`src/rtl/lsu_initiator_pkg.sv`:
```
// Shared encodings for the load/store initiator: access sizes, completion
// cause codes, FSM state type and the alignment check helper.
package lsu_initiator_pkg;

    // Access size encodings as presented on lsu_size
    localparam logic [1:0] LSB_BYTE    = 2'd0;
    localparam logic [1:0] LSB_HALF    = 2'd1;
    localparam logic [1:0] LSB_WORD    = 2'd2;
    localparam logic [1:0] LSB_ILLEGAL = 2'd3;

    // Completion cause codes returned on lsu_cause
    localparam logic [1:0] CAUSE_NONE         = 2'd0;
    localparam logic [1:0] CAUSE_MISALIGNED   = 2'd1;
    localparam logic [1:0] CAUSE_ILLEGAL_SIZE = 2'd2;
    localparam logic [1:0] CAUSE_TIMEOUT      = 2'd3;

    // Transaction FSM states
    typedef enum logic [1:0] {
        ST_IDLE = 2'd0,
        ST_REQ  = 2'd1,
        ST_WAIT = 2'd2,
        ST_RESP = 2'd3
    } lsu_state_e;

    // A half access needs an even address, a word access a multiple of four.
    // Bytes are always aligned; the illegal size is rejected separately.
    function automatic logic is_misaligned(input logic [1:0] size,
                                           input logic [1:0] addr_lo);
        logic mis;
        case (size)
            LSB_HALF: mis = addr_lo[0];
            LSB_WORD: mis = (addr_lo != 2'b00);
            default:  mis = 1'b0;
        endcase
        return mis;
    endfunction

endpackage

```
`src/rtl/lsu_initiator_align.sv`:
```
// Purely combinational lane steering for the initiator.
// Store side: byte strobes and lane-replicated write data.
// Load side: lane extraction plus sign/zero extension of the response word.
module lsu_align
    import lsu_initiator_pkg::*;
(
    input  logic [1:0]  st_size,
    input  logic [1:0]  st_addr_lo,
    input  logic [31:0] st_wdata,
    output logic [3:0]  st_wstrb,
    output logic [31:0] st_wdata_rep,
    input  logic [1:0]  ld_size,
    input  logic        ld_unsigned,
    input  logic [1:0]  ld_addr_lo,
    input  logic [31:0] ld_raw,
    output logic [31:0] ld_data
);

    logic [7:0]  ld_byte_s;
    logic [15:0] ld_half_s;

    // Store strobes and replicated data; the illegal size produces no strobes
    always_comb begin
        st_wstrb     = 4'b0000;
        st_wdata_rep = 32'h0000_0000;
        case (st_size)
            LSB_BYTE: begin
                st_wstrb     = 4'b0001 << st_addr_lo;
                st_wdata_rep = {4{st_wdata[7:0]}};
            end
            LSB_HALF: begin
                st_wstrb     = 4'b0011 << {st_addr_lo[1], 1'b0};
                st_wdata_rep = {2{st_wdata[15:0]}};
            end
            LSB_WORD: begin
                st_wstrb     = 4'b1111;
                st_wdata_rep = st_wdata;
            end
            default: begin
                st_wstrb     = 4'b0000;
                st_wdata_rep = 32'h0000_0000;
            end
        endcase
    end

    // Select the addressed byte and half lanes of the response word
    always_comb begin
        ld_byte_s = 8'h00;
        case (ld_addr_lo)
            2'd0:    ld_byte_s = ld_raw[7:0];
            2'd1:    ld_byte_s = ld_raw[15:8];
            2'd2:    ld_byte_s = ld_raw[23:16];
            2'd3:    ld_byte_s = ld_raw[31:24];
            default: ld_byte_s = 8'h00;
        endcase
        if (ld_addr_lo[1]) begin
            ld_half_s = ld_raw[31:16];
        end else begin
            ld_half_s = ld_raw[15:0];
        end
    end

    // Extend the selected lane to 32 bits
    always_comb begin
        ld_data = 32'h0000_0000;
        case (ld_size)
            LSB_BYTE: begin
                if (ld_unsigned) begin
                    ld_data = {24'h00_0000, ld_byte_s};
                end else begin
                    ld_data = {{24{ld_byte_s[7]}}, ld_byte_s};
                end
            end
            LSB_HALF: begin
                if (ld_unsigned) begin
                    ld_data = {16'h0000, ld_half_s};
                end else begin
                    ld_data = {{16{ld_half_s[15]}}, ld_half_s};
                end
            end
            LSB_WORD: ld_data = ld_raw;
            default:  ld_data = 32'h0000_0000;
        endcase
    end

endmodule

```
`src/rtl/lsu_initiator.sv`:
```
// Load/store initiator: accepts one core request, validates it, issues a
// single-cycle memory request, waits (bounded) for the response and returns
// the extended load data with a one-cycle completion pulse.
module lsu_initiator
    import lsu_initiator_pkg::*;
#(
    parameter int unsigned timeout_cycles = 255
) (
    input  logic        clk,
    input  logic        rst,
    input  logic        lsu_valid,
    input  logic        lsu_store,
    input  logic [1:0]  lsu_size,
    input  logic        lsu_unsigned,
    input  logic [31:0] lsu_addr,
    input  logic [31:0] lsu_wdata,
    output logic        lsu_busy,
    output logic        lsu_ready,
    output logic [31:0] lsu_rdata,
    output logic        lsu_error,
    output logic [1:0]  lsu_cause,
    output logic        memory_valid,
    output logic        memory_instr,
    output logic [31:0] memory_addr,
    output logic [31:0] memory_wdata,
    output logic [3:0]  memory_wstrb,
    input  logic [31:0] memory_rdata,
    input  logic        memory_ready
);

    localparam logic [15:0] TIMEOUT_LIMIT = 16'(timeout_cycles);

    // Registered state and latched request fields
    lsu_state_e  state_r;
    logic        req_store_r;
    logic [1:0]  req_size_r;
    logic        req_unsigned_r;
    logic [1:0]  req_addr_lo_r;
    logic [15:0] wait_cnt_r;

    // Registered outputs
    logic        busy_r;
    logic        ready_r;
    logic [31:0] rdata_r;
    logic        error_r;
    logic [1:0]  cause_r;
    logic        mem_valid_r;
    logic [31:0] mem_addr_r;
    logic [31:0] mem_wdata_r;
    logic [3:0]  mem_wstrb_r;

    // Next-state values
    lsu_state_e  state_s;
    logic        req_store_s;
    logic [1:0]  req_size_s;
    logic        req_unsigned_s;
    logic [1:0]  req_addr_lo_s;
    logic [15:0] wait_cnt_s;
    logic [15:0] wait_cnt_inc_s;
    logic        busy_s;
    logic        ready_s;
    logic [31:0] rdata_s;
    logic        error_s;
    logic [1:0]  cause_s;
    logic        mem_valid_s;
    logic [31:0] mem_addr_s;
    logic [31:0] mem_wdata_s;
    logic [3:0]  mem_wstrb_s;

    // Lane steering outputs
    logic [3:0]  align_wstrb_s;
    logic [31:0] align_wdata_s;
    logic [31:0] align_rdata_s;

    // Store side works on the live request (used only at accept time);
    // load side works on the latched request and the response word.
    lsu_align u_align (
        .st_size      (lsu_size),
        .st_addr_lo   (lsu_addr[1:0]),
        .st_wdata     (lsu_wdata),
        .st_wstrb     (align_wstrb_s),
        .st_wdata_rep (align_wdata_s),
        .ld_size      (req_size_r),
        .ld_unsigned  (req_unsigned_r),
        .ld_addr_lo   (req_addr_lo_r),
        .ld_raw       (memory_rdata),
        .ld_data      (align_rdata_s)
    );

    assign wait_cnt_inc_s = wait_cnt_r + 16'd1;

    // FSM next state and next values for every registered output
    always_comb begin
        state_s        = state_r;
        req_store_s    = req_store_r;
        req_size_s     = req_size_r;
        req_unsigned_s = req_unsigned_r;
        req_addr_lo_s  = req_addr_lo_r;
        wait_cnt_s     = wait_cnt_r;
        ready_s        = 1'b0;
        rdata_s        = 32'h0000_0000;
        error_s        = 1'b0;
        cause_s        = CAUSE_NONE;
        mem_valid_s    = 1'b0;
        mem_addr_s     = mem_addr_r;
        mem_wdata_s    = mem_wdata_r;
        mem_wstrb_s    = mem_wstrb_r;

        case (state_r)
            ST_IDLE: begin
                wait_cnt_s = 16'd0;
                if (lsu_valid) begin
                    req_store_s    = lsu_store;
                    req_size_s     = lsu_size;
                    req_unsigned_s = lsu_unsigned;
                    req_addr_lo_s  = lsu_addr[1:0];
                    if (lsu_size == LSB_ILLEGAL) begin
                        state_s = ST_RESP;
                        ready_s = 1'b1;
                        error_s = 1'b1;
                        cause_s = CAUSE_ILLEGAL_SIZE;
                    end else if (is_misaligned(lsu_size, lsu_addr[1:0])) begin
                        state_s = ST_RESP;
                        ready_s = 1'b1;
                        error_s = 1'b1;
                        cause_s = CAUSE_MISALIGNED;
                    end else begin
                        state_s     = ST_REQ;
                        mem_valid_s = 1'b1;
                        mem_addr_s  = {lsu_addr[31:2], 2'b00};
                        if (lsu_store) begin
                            mem_wdata_s = align_wdata_s;
                            mem_wstrb_s = align_wstrb_s;
                        end else begin
                            mem_wdata_s = 32'h0000_0000;
                            mem_wstrb_s = 4'b0000;
                        end
                    end
                end else begin
                    state_s = ST_IDLE;
                end
            end
            ST_REQ: begin
                // memory_valid drops here: the responder must see one pulse only
                state_s    = ST_WAIT;
                wait_cnt_s = 16'd0;
            end
            ST_WAIT: begin
                // A response in the final WAIT cycle beats the timeout
                if (memory_ready) begin
                    state_s = ST_RESP;
                    ready_s = 1'b1;
                    cause_s = CAUSE_NONE;
                    if (req_store_r) begin
                        rdata_s = 32'h0000_0000;
                    end else begin
                        rdata_s = align_rdata_s;
                    end
                end else if (wait_cnt_inc_s == TIMEOUT_LIMIT) begin
                    state_s    = ST_RESP;
                    ready_s    = 1'b1;
                    error_s    = 1'b1;
                    cause_s    = CAUSE_TIMEOUT;
                    wait_cnt_s = 16'd0;
                end else begin
                    wait_cnt_s = wait_cnt_inc_s;
                end
            end
            ST_RESP: begin
                state_s = ST_IDLE;
            end
            default: begin
                state_s = ST_IDLE;
            end
        endcase

        busy_s = (state_s != ST_IDLE);
    end

    // State, request latches and registered outputs; reset abandons any transaction
    always_ff @(posedge clk or negedge rst) begin
        if (!rst) begin
            state_r        <= ST_IDLE;
            req_store_r    <= 1'b0;
            req_size_r     <= 2'd0;
            req_unsigned_r <= 1'b0;
            req_addr_lo_r  <= 2'd0;
            wait_cnt_r     <= 16'd0;
            busy_r         <= 1'b0;
            ready_r        <= 1'b0;
            rdata_r        <= 32'h0000_0000;
            error_r        <= 1'b0;
            cause_r        <= 2'd0;
            mem_valid_r    <= 1'b0;
            mem_addr_r     <= 32'h0000_0000;
            mem_wdata_r    <= 32'h0000_0000;
            mem_wstrb_r    <= 4'b0000;
        end else begin
            state_r        <= state_s;
            req_store_r    <= req_store_s;
            req_size_r     <= req_size_s;
            req_unsigned_r <= req_unsigned_s;
            req_addr_lo_r  <= req_addr_lo_s;
            wait_cnt_r     <= wait_cnt_s;
            busy_r         <= busy_s;
            ready_r        <= ready_s;
            rdata_r        <= rdata_s;
            error_r        <= error_s;
            cause_r        <= cause_s;
            mem_valid_r    <= mem_valid_s;
            mem_addr_r     <= mem_addr_s;
            mem_wdata_r    <= mem_wdata_s;
            mem_wstrb_r    <= mem_wstrb_s;
        end
    end

    assign lsu_busy     = busy_r;
    assign lsu_ready    = ready_r;
    assign lsu_rdata    = rdata_r;
    assign lsu_error    = error_r;
    assign lsu_cause    = cause_r;
    assign memory_valid = mem_valid_r;
    assign memory_instr = 1'b0;
    assign memory_addr  = mem_addr_r;
    assign memory_wdata = mem_wdata_r;
    assign memory_wstrb = mem_wstrb_r;

endmodule
```
`config.mk`:
```
export PLATFORM = sky130hd
export DESIGN_NAME = lsu_initiator
export DESIGN_NICKNAME = d
export VERILOG_FILES = /design/src/rtl/lsu_initiator_pkg.sv /design/src/rtl/lsu_initiator_align.sv /design/src/rtl/lsu_initiator.sv
export SDC_FILE = /design/constraint.sdc
export NUM_CORES = 1
export LEC_CHECK = 0
export BUFFER_PORTS_ARGS = -buffer_cell sky130_fd_sc_hd__buf_2
export CAP_MARGIN = 10
export CORE_ASPECT_RATIO = 0.7
export CORE_MARGIN = 2
export CORE_UTILIZATION = 25
export CTS_BUF_LIST = sky130_fd_sc_hd__clkbuf_16
export DETAILED_ROUTE_END_ITERATION = 16
export GPL_ROUTABILITY_DRIVEN = 0
export PLACE_DENSITY = 0.44
export SYNTH_ARGS = -nofsm -noshare
export SYNTH_HDL_FRONTEND = slang
export SYNTH_SLANG_ARGS = --single-unit
```
`constraint.sdc`:
```
create_clock -name clk -period 4.75 [get_ports clk]
set_clock_uncertainty 0.15 [all_clocks]
set_input_delay 0.95 -clock clk [delete_from_list [all_inputs] [get_ports clk]]
set_output_delay 0.95 -clock clk [all_outputs]
set_load 0.005 [all_outputs]
```
==> flow_summary.json <==
{
  "status": "finished, final reports clean",
  "maxCapViolations": 0,
  "area_growth_pct": 29.00,
  "grt.met1_usage": 0.2188,
  "clock-sinks": 128,
  "synth-main-ff-cell": "dfrtp_1",
  "timing.final.ws_setup_ps": 1641,
  "fin_crit_sh": 0.6546,
  "route.detailed.wl_per_inst_um": 17.12,
  "synthXorXnorAreaFrac": 0.004168,
  "drtIter0Drc": 353,
  "clkPwrFrac": 0.304,
  "grtUsageTotal": 0.1569,
  "cts_tree": "built",
  "synth_area_um2": 6304,
  "p_seq_frac": 0.376,
  "synthTopCellsByCount": "nand2_1, dfrtp_1, a21oi_1",
  "synth-adder-area-share": 0.01786,
  "synthMuxAreaShare": 0.06054,
  "io_pins": 211,
  "met3_usage": 0.06530,
  "grt_pass1_wl_um": 32090,
  "max_freq_mhz": 321.6,
  "fin_util": 0.3294,
  "start_util": 0.2554,
  "switching_share": 0.3526,
  "rsz0062_at_grt": "false",
  "ys_ff_latch": 128,
  "coreArea_um2": 24680,
  "tightest_slew_ps": 1121,
  "vias_per_cell": 4.721,
  "gr-usage-met2": 0.2212,
  "drv_slew": 0,
  "gr-total-overflow": 0,
  "worstPathRequired_ps": 4880,
  "root_buffer": "clkbuf_16",
  "dpl.hpwl_um": 14200,
  "io_buffers": 207,
  "hold_buffers": 0,
  "yosys.area.top_type": "dfrtp_1",
  "drc": 0,
  "worstSetupStartpointType": "input pin",
  "synth_cell_type_count": 58,
  "critical_path_class": "in -> reg",
  "die_h_um": 136.9,
  "p_leak_uw": 0.004082,
  "synth_compound_area_frac": 0.1769,
  "synth_edf_count": 0,
  "die-area_um2": 26520,
  "peakVddDrop_mv": 0.3591,
  "place_ws_ps": 1184,
  "critPathMaxFanout": 72,
  "comb_power_share": 0.320,
  "synthSimpleGateAreaFrac": 0.1856,
  "vias": 5580,
  "syn_avg_cell_area_um2": 9.451,
  "cts_buffers": 17,
  "period_needed_ps": 3109,
  "ys_async_sr_fraction": 1.000,
  "setup_viol": 0,
  "hold_viol": 0,
  "clock_latency_ps": 430,
  "cts_buffer_depth": 2,
  "power_density_nw_per_um2": 523.0,
  "fin_nets": 961,
  "p_sw_uw": 1499,
  "post_cts_buffers": 0,
  "relSlewSlack": 0.2529,
  "yosysMostFrequentCell": "nand2_1",
  "synth_area_leaders": "dfrtp_1, nand2_1, a21oi_1",
  "tns_ps": 0,
  "p_int_uw": 2753,
  "dr.pass1.iters": 4,
  "synth_seq_area_share": 0.5081,
  "grt_antenna_before_repair": 1,
  "grt_pass1_vias": 5507,
  "h-tree-depth": 4,
  "end_kind": "flop",
  "n_antenna_cell": 0,
  "synth_top_area_share": 0.5081,
  "drtAntennaViolNets": 0,
  "synth_top_family_by_area": "simple AND/OR/NAND/NOR gates",
  "yosys_warnings": 0,
  "syn_inst": 667,
  "die_w_um": 193.8,
  "finalWirelength_um": 20240,
  "grt.busiest_layer": "met2",
  "crit_arrival_ps": 3230,
  "cts-resized-gates": 0,
  "grt_max_degree": 86,
  "n_fill_cell": 2602,
  "path_clk_slew_ps": 60,
  "hold_class": "reg -> reg",
  "fp-row-count": 48,
  "drive_gt1_frac": 0.3197
}
[power groups by stage]
stage / registers, µW / logic [µW] / clock network (µW)
floorplan: 1550 / 871 / 0
global placement: 1620 / 1380 / 0
detailed placement: 1610 / 1390 / 0
CTS: 1600 / 1390 / 1330
global route: 1640 / 1560 / 1380
finish: 1600 / 1360 / 1290
[kinds of logic (layout without fill, tap and decap cells)]
logic type                 count (synthesis)  in the layout
adders and majority gates                  9              9
buffers and inverters                     66            254
xor gates and xnor gates                   3              3
DFF                                      128            128
muxes                                     28             28
AOI/OAI and AO/OA                        172            172
and+or+nand+nor                          260            260
other                                      1              3
[cell usage in the layout (no fill, tap or decap), types with 4 or more instances in the layout]
cell type	count
mux2i_1	10
a22oi_1	17
dfrtp_1	128
mux2_2	11
inv_1	12
a211oi_1	7
o31ai_1	33
nand4_1	6
mux4_2	7
buf_2	206
a21oi_1	56
ha_1	9
a31oi_1	4
nand3_1	20
a22o_1	9
nand2_1	173
clkbuf_16	17
clkinv_1	4
nor2_1	24
and3_1	8
o21a_1	4
o21ai_0	22
buf_4	8
nand2b_1	5
[path summary, 6_finish.rpt]
kind / startpoint / depth (start not counted) / slack, ps / to
max: lsu_size[1] / 8 / 1640 / memory_wdata[15]
min: memory_wdata[7] / 2 / 310 / memory_wdata[7]
max reg2reg: state_r[0] / 9 / 2030 / memory_wdata[2]
min reg2reg: memory_wdata[7] / 2 / 310 / memory_wdata[7]
max in group asynchronous: rst / 2 / 3130 / memory_addr[27]
min in group asynchronous: rst / 1 / 430 / wait_cnt_r[0]
[sequential cells by signal, indices dropped and copies added (netlist names), 2 cells and up]
signal and count:
req_size_r 2, memory_wdata 32, wait_cnt_r 16, lsu_rdata 32, memory_wstrb 4, memory_addr 30
state_r 2, lsu_cause 2, req_addr_lo_r 2
[cell type report]
class | instances | area (µm²) | area share
Sequential cell | 128 | 3203 | 0.3939
Multi-Input combinational cell | 475 | 2826 | 0.3476
Timing Repair Buffer | 215 | 1102 | 0.1356
Clock buffer | 17 | 425.4 | 0.05232
Tap cell | 325 | 406.6 | 0.05001
Clock inverter | 11 | 126.4 | 0.01554
Inverter | 11 | 41.29 | 0.005078
[metrics by stage]
stage	std cells	power [µW]	hold slack, ps	instance area, µm²
3_3_place_gp	1154	3004	298.9	7580
2_1_floorplan	669	2419	312.8	6311
5_1_grt	1182	4582	332.8	8132
6_report	1182	4252	310.3	8132
4_1_cts	1182	4324	315.2	8132
3_5_place_dp	1154	2996	302.2	7580
[metal layers]
metal | up-vias | share of wire
met2 | 179 | 0.41
met5 | - | 0.00054
li1 | 2684 | -
met4 | 2 | 0.011
met3 | 20 | 0.090
met1 | 2695 | 0.49
[worst max-delay path: stages]
cell and delay [ps]:
buf_2 120, inv_1 110, ha_1 500, nand2_1 120
a21boi_1 260, nand2b_4 330, buf_4 620, o31ai_1 190
Note: power is estimated with default switching activity, not from simulation.
